### src/rtl/thermostat_ctrl.sv
// thermostat_ctrl
//
// Single-clock thermostat controller. Up/Down edit a setpoint (ChangedTemp)
// with press-and-hold auto-repeat, Set latches it as the target
// (DesiredTemp), and a heat/cool state machine with a hysteresis band drives
// the HVAC demand outputs. CurrentTemp is either a slew model driven by the
// heat/cool demand (SIM_PLANT=1) or a periodic sample of the sensor
// (SIM_PLANT=0). Slow-rate behaviour uses clock-enable ticks, not derived
// clocks.
//
// Ports:
//   clk          system clock
//   Reset        asynchronous, active-high reset
//   Up, Down     debounced setpoint buttons, synchronous to clk
//   Set          debounced button latching the setpoint as the target
//   Temperature  sensor reading (WIDTH bits, unsigned)
//   ChangedTemp  setpoint currently being edited
//   DesiredTemp  latched target temperature
//   CurrentTemp  modelled or sampled room temperature
//   Heat, Cool   HVAC demand, never both high
//   AtTarget     registered CurrentTemp == DesiredTemp (one cycle lag)

module thermostat_ctrl #(
   parameter int WIDTH     = 8,
   parameter int TMIN      = 0,
   parameter int TMAX      = 99,
   parameter int ADJ_DIV   = 10_000_000,
   parameter int SLEW_DIV  = 80_000_000,
   parameter int HYST      = 1,
   parameter int SIM_PLANT = 1
) (
   input  logic             clk,
   input  logic             Reset,
   input  logic             Up,
   input  logic             Down,
   input  logic             Set,
   input  logic [WIDTH-1:0] Temperature,
   output logic [WIDTH-1:0] ChangedTemp,
   output logic [WIDTH-1:0] DesiredTemp,
   output logic [WIDTH-1:0] CurrentTemp,
   output logic             Heat,
   output logic             Cool,
   output logic             AtTarget
);

   localparam int ADJ_W  = (ADJ_DIV > 1) ? $clog2(ADJ_DIV) : 1;
   localparam int SLEW_W = (SLEW_DIV > 1) ? $clog2(SLEW_DIV) : 1;
   localparam logic [ADJ_W-1:0]  ADJ_LAST  = ADJ_W'(ADJ_DIV - 1);
   localparam logic [SLEW_W-1:0] SLEW_LAST = SLEW_W'(SLEW_DIV - 1);
   localparam logic [WIDTH-1:0]  T_MIN     = WIDTH'(TMIN);
   localparam logic [WIDTH-1:0]  T_MAX     = WIDTH'(TMAX);
   localparam logic [WIDTH:0]    HYST_W    = (WIDTH + 1)'(HYST);

   typedef enum logic [1:0] {INIT, IDLE, HEAT, COOL} state_t;

   state_t            state_q, state_d;
   logic [WIDTH-1:0]  changed_q, changed_d;
   logic [WIDTH-1:0]  desired_q, desired_d;
   logic [WIDTH-1:0]  current_q, current_d;
   logic [ADJ_W-1:0]  adjCnt_q, adjCnt_d;
   logic [SLEW_W-1:0] slewCnt_q, slewCnt_d;
   logic              upPrev_q, downPrev_q, setPrev_q;
   logic              atTarget_q, atTarget_d;

   logic              adjTick, slewTick;
   logic              bothHeld, upRise, downRise, setRise;
   logic              stepUp, stepDown, editing;
   logic [WIDTH:0]    curW, desW;

   // Limit a raw reading to the legal range; <= / >= keep the tests
   // meaningful even when a bound sits at the edge of the word.
   function automatic logic [WIDTH-1:0] clampTemp(input logic [WIDTH-1:0] x);
      logic [WIDTH-1:0] r;
      r = x;
      if (x <= T_MIN) r = T_MIN;
      if (x >= T_MAX) r = T_MAX;
      return r;
   endfunction

   // Button edges against last cycle's sample. Pressing both directions at
   // once freezes editing, including any edge that arrives while the other
   // button is held. A held button re-steps on every adjust tick; a fresh
   // edge steps at once and restarts the tick counter so repeats are spaced
   // a full period after the press.
   always_comb begin
      adjTick  = (adjCnt_q == ADJ_LAST);
      slewTick = (slewCnt_q == SLEW_LAST);
      bothHeld = Up & Down;
      upRise   = Up & ~upPrev_q;
      downRise = Down & ~downPrev_q;
      setRise  = Set & ~setPrev_q;
      editing  = (state_q != INIT);
      stepUp   = editing & ~bothHeld & Up & (upRise | adjTick);
      stepDown = editing & ~bothHeld & Down & (downRise | adjTick);
      curW     = {1'b0, current_q};
      desW     = {1'b0, desired_q};
   end

   // Free-running tick counters; a new button edge pulls the adjust count
   // back to zero.
   always_comb begin
      adjCnt_d  = adjTick ? '0 : adjCnt_q + ADJ_W'(1);
      slewCnt_d = slewTick ? '0 : slewCnt_q + SLEW_W'(1);
      if (editing && !bothHeld && (upRise || downRise)) adjCnt_d = '0;
   end

   // Temperature registers. INIT seeds all three from the sensor; afterwards
   // the setpoint follows the buttons, Set copies it to the target, and the
   // current temperature moves only on slew ticks.
   always_comb begin
      changed_d = changed_q;
      desired_d = desired_q;
      current_d = current_q;
      if (state_q == INIT) begin
         changed_d = clampTemp(Temperature);
         desired_d = clampTemp(Temperature);
         current_d = clampTemp(Temperature);
      end else begin
         if (stepUp) begin
            changed_d = (changed_q >= T_MAX) ? T_MAX : changed_q + WIDTH'(1);
         end else if (stepDown) begin
            changed_d = (changed_q <= T_MIN) ? T_MIN : changed_q - WIDTH'(1);
         end
         if (setRise) desired_d = changed_q;
         if (slewTick) begin
            if (SIM_PLANT != 0) begin
               if (state_q == HEAT) begin
                  current_d = (current_q >= T_MAX) ? T_MAX : current_q + WIDTH'(1);
               end else if (state_q == COOL) begin
                  current_d = (current_q <= T_MIN) ? T_MIN : current_q - WIDTH'(1);
               end
            end else begin
               current_d = clampTemp(Temperature);
            end
         end
      end
   end

   // Heat/cool decision. Entering a demand state requires leaving the
   // hysteresis band; leaving it only requires reaching the target, and
   // reversing direction always passes through IDLE. Sums are one bit wider
   // so the band cannot wrap near the top of the word.
   always_comb begin
      state_d    = state_q;
      atTarget_d = (state_q != INIT) && (current_q == desired_q);
      case (state_q)
         INIT: state_d = IDLE;
         IDLE: begin
            if (curW + HYST_W < desW) state_d = HEAT;
            else if (curW > desW + HYST_W) state_d = COOL;
         end
         HEAT: if (curW >= desW) state_d = IDLE;
         COOL: if (curW <= desW) state_d = IDLE;
         default: state_d = INIT;
      endcase
   end

   // State, counters and button history all clear on reset.
   always_ff @(posedge clk or posedge Reset) begin
      if (Reset) begin
         state_q    <= INIT;
         changed_q  <= '0;
         desired_q  <= '0;
         current_q  <= '0;
         adjCnt_q   <= '0;
         slewCnt_q  <= '0;
         upPrev_q   <= 1'b0;
         downPrev_q <= 1'b0;
         setPrev_q  <= 1'b0;
         atTarget_q <= 1'b0;
      end else begin
         state_q    <= state_d;
         changed_q  <= changed_d;
         desired_q  <= desired_d;
         current_q  <= current_d;
         adjCnt_q   <= adjCnt_d;
         slewCnt_q  <= slewCnt_d;
         upPrev_q   <= Up;
         downPrev_q <= Down;
         setPrev_q  <= Set;
         atTarget_q <= atTarget_d;
      end
   end

   assign ChangedTemp = changed_q;
   assign DesiredTemp = desired_q;
   assign CurrentTemp = current_q;
   assign Heat        = (state_q == HEAT);
   assign Cool        = (state_q == COOL);
   assign AtTarget    = atTarget_q;

endmodule

### config.mk
export PLATFORM = sky130hd
export DESIGN_NAME = thermostat_ctrl
export DESIGN_NICKNAME = d
export VERILOG_FILES = /design/src/rtl/thermostat_ctrl.sv
export SDC_FILE = /design/constraint.sdc
export NUM_CORES = 1
export LEC_CHECK = 0
export ABC_AREA = 1
export BUFFER_PORTS_ARGS = -buffer_cell sky130_fd_sc_hd__buf_2
export CAP_MARGIN = 20
export CORE_MARGIN = 1.5
export CORE_UTILIZATION = 50
export CTS_CLUSTER_SIZE = 28
export DETAILED_ROUTE_END_ITERATION = 8
export MAX_ROUTING_LAYER = met4
export PLACE_DENSITY_LB_ADDON = 0.1
export SLEW_MARGIN = 20
export SYNTH_ARGS = -nofsm -noshare
export SYNTH_HDL_FRONTEND = slang
export SYNTH_SLANG_ARGS = --single-unit
### constraint.sdc
create_clock -name clk -period 3.2 [get_ports clk]
set_clock_uncertainty 0.05 [all_clocks]
set_input_delay 0.64 -clock clk [delete_from_list [all_inputs] [get_ports clk]]
set_output_delay 0.64 -clock clk [all_outputs]
set_load 0.01 [all_outputs]
==> impl_metrics.json <==
{
  "outcome": "finished clean",
  "die_area_um2": 12400,
  "ys_warn_count": 0,
  "dr_wl_met2_mm": 6.97,
  "p_leak_nw": 3.38,
  "cap_violations": 0,
  "finalSetupViolations": 0,
  "hold_violations": 0,
  "placementRows": 39,
  "hold_class": "in2async",
  "num_vias": 5587,
  "required_ns": 3.44,
  "area_delta_synth_final_pct": 11.7,
  "cts_root_buffer": "clkbuf_16",
  "coreArea_um2": 11500,
  "rrSetupSlack_ns": 0.76,
  "synthTopCellsByCount": "nand2_1, inv_1, nor2_1",
  "hold_slack_ns": 0.348,
  "avgSynthCellArea_um2": 7.09,
  "synth_top_area_share_pct": 34.5,
  "cp_cell_sequence": "ha_1, nand2_1, nor2_1, nand3_1, nand2_1, inv_1, ha_1, a21oi_1, nor2_1, nor3_1, nand2_1, nand3_1, nand3_1, nand2_1",
  "period_share_pct": 76.2,
  "cts_resized": 0,
  "tritoncts.num_buffers": 9,
  "worstSetupPathType": "reg2reg",
  "routed.top_layer": "met4",
  "path_common_cell": "nand2_1",
  "overflow": 0,
  "ys_async_sr_fraction_pct": 100,
  "worst-path-max-fanout": 8,
  "hold_buffers": 0,
  "final_max_slew_viol_count": 0,
  "worstRegToRegCells": 14,
  "routabilityCongestion": 0.923,
  "drc_errors": 0,
  "antenna_found_initial": 0,
  "fin_crit_ns": 2.44,
  "rsz0062_at_grt": "false",
  "finalNetCount": 916,
  "final_layout_size_suffix_gt1_share_pct": 10.6,
  "synth_area_um2": 5880,
  "syn_nets": 874,
  "yosys_most_used_dff": "dfrtp_1",
  "wl_met3_um": 829,
  "post_cts_buffers": 0,
  "grt_max_degree": 45,
  "grt_pass1_wl_mm": 26.0,
  "critPathCaptureType": "flop",
  "ir_drop_uv": 615,
  "fmaxAchievable_mhz": 410,
  "routed_wl_mm": 15.2,
  "top_level_ports": 40,
  "num-fill-cells": 1088,
  "p_per_area_nw_per_um2": 776,
  "postRouteAntennaNets": 0,
  "synth_seq_cells": 81,
  "dp_hpwl_mm": 11.6,
  "cp.arrival_ns": 2.68,
  "clkLatencyLatePin_ns": 0.35,
  "drt-met1-wl_mm": 7.16,
  "drt_iter0_drc": 453,
  "diodes": 0,
  "startpoint_type": "flop",
  "synth_edf_count": 0,
  "clk_path_buf_depth": 2,
  "fin_util_pct": 57.3,
  "ys_types": 44,
  "clk_pin_slew_worst_paths_ns": 0.07,
  "cts_tree": "done",
  "synth_area_leaders": "dfrtp_1, nand2_1, inv_1",
  "grtUsageTotal_pct": 26.6,
  "vias_per_cell": 5.48,
  "syn_inst": 830,
  "die_w_um": 111,
  "yosysMostFrequentCell": "nand2_1",
  "cpPeakStageDelay_ns": 0.49,
  "cts_sinks": 81,
  "setup_tns_ns": 0,
  "start_util_pct": 51.3,
  "first_global_vias": 5337,
  "drt_pass1_iterations": 8,
  "critPathSlowestCell": "dfrtp_1",
  "wire_per_inst_um": 14.9,
  "port_buffers": 39,
  "seq_area_frac_synth_pct": 34.5,
  "max_slew_margin_pct": 49.3,
  "tightest_slew_ns": 0.760,
  "htreeDepth": 3,
  "die_y_um": 111,
  "yosys.area.top_type": "dfrtp_1"
}
## state kept, by name, summed over array words and instances (netlist names)
register and flops:
AtTarget 1, ChangedTemp 8, CurrentTemp 8, DesiredTemp 8, adjCnt_q 24, downPrev_q 1, setPrev_q 1, slewCnt_q 27
state_q 2, upPrev_q 1
## through the flow
stage | power [mW] | std cells | instance area, um2 | setup WS [ns]
2_1_floorplan | 3.22 | 830 | 5880 | 0.430
3_3_place_gp | 3.79 | 1004 | 6210 | 0.850
3_5_place_dp | 3.86 | 1004 | 6210 | 0.791
4_1_cts | 5.11 | 1020 | 6570 | 0.767
5_1_grt | 5.53 | 1020 | 6570 | 0.469
6_report | 5.10 | 1020 | 6570 | 0.762
## final timing paths
check	endpoint	startpoint
worst max-delay path	state_q[1]$_DFFE_PP0P_	CurrentTemp[1]$_DFFE_PP0P_
worst min-delay path	adjCnt_q[15]$_DFF_PP0_	Reset
worst max register to register	state_q[1]$_DFFE_PP0P_	CurrentTemp[1]$_DFFE_PP0P_
worst min register to register	adjCnt_q[0]$_DFF_PP0_	adjCnt_q[0]$_DFF_PP0_
max in group asynchronous	slewCnt_q[6]$_DFF_PP0_	Reset
min in group clk	setPrev_q$_DFF_PP0_	Set
## logic make-up (layout without fill, tap and decap cells)
group | Yosys count | after routing | share of synthesized area [%]
and+or+nand+nor | 483 | 483 | 37.8
DFF | 81 | 81 | 34.5
buffers and inverters | 132 | 179 | 8.81
AOI/OAI and AO/OA | 60 | 60 | 5.94
adders and majority gates | 31 | 31 | 6.60
xor gates and xnor gates | 43 | 43 | 6.40
## per-layer routing
| metal | global-route usage, % | up-vias |
|---|---|---|
| met5 | - | - |
| met4 | 7.17 | 0 |
| li1 | - | 2792 |
| met2 | 41.3 | 153 |
| met1 | 36.1 | 2622 |
| met3 | 4.95 | 20 |
## layout make-up
class	instances	area [um2]	area share, %
clock buffers	10	239	3.64
clock inverters	6	114	1.73
inverters	121	455	6.93
multi-input cells	617	3340	50.8
flip-flops and latches	81	2030	30.9
well taps	143	179	2.72
repair buffers	42	218	3.31
## cells in the final DEF, fill, tap and decap left out, drive strengths merged
master,count
nand3b,1
clkinvlp,2
clkinv,2
o21bai,1
a41oi,1
a211oi,1
xor2,36
bufinv,3
nor2,111
ha,31
and3,2
nand4,32
a31oi,1
inv,120
clkbuf,10
or2,4
nor3b,3
o221ai,7
buf,42
a21oi,26
xnor2,7
o22ai,1
dfrtp,81
o21a,2
nor3,40
nand3,85
o21ai,19
nor4,1
nand2,204
a21o,1
## worst max-delay path, delay by kind of cell (launching register included)
kind,cells,cell delay (ns)
AO/OA/AOI/OAI,1,0.13
AND/OR/NAND/NOR,10,1.14
buffers and inverters,1,0.05
adder cells (fa/ha/maj),2,0.52
flip-flops,1,0.49
## report_power, final
group          total (mW)  switching (mW)  internal (mW)
Combinational        2.34            1.45          0.894
Clock                1.23           0.441          0.786
Sequential           1.53           0.331           1.20
Total                5.10            2.22           2.88
(Power assumes the default switching activity.)
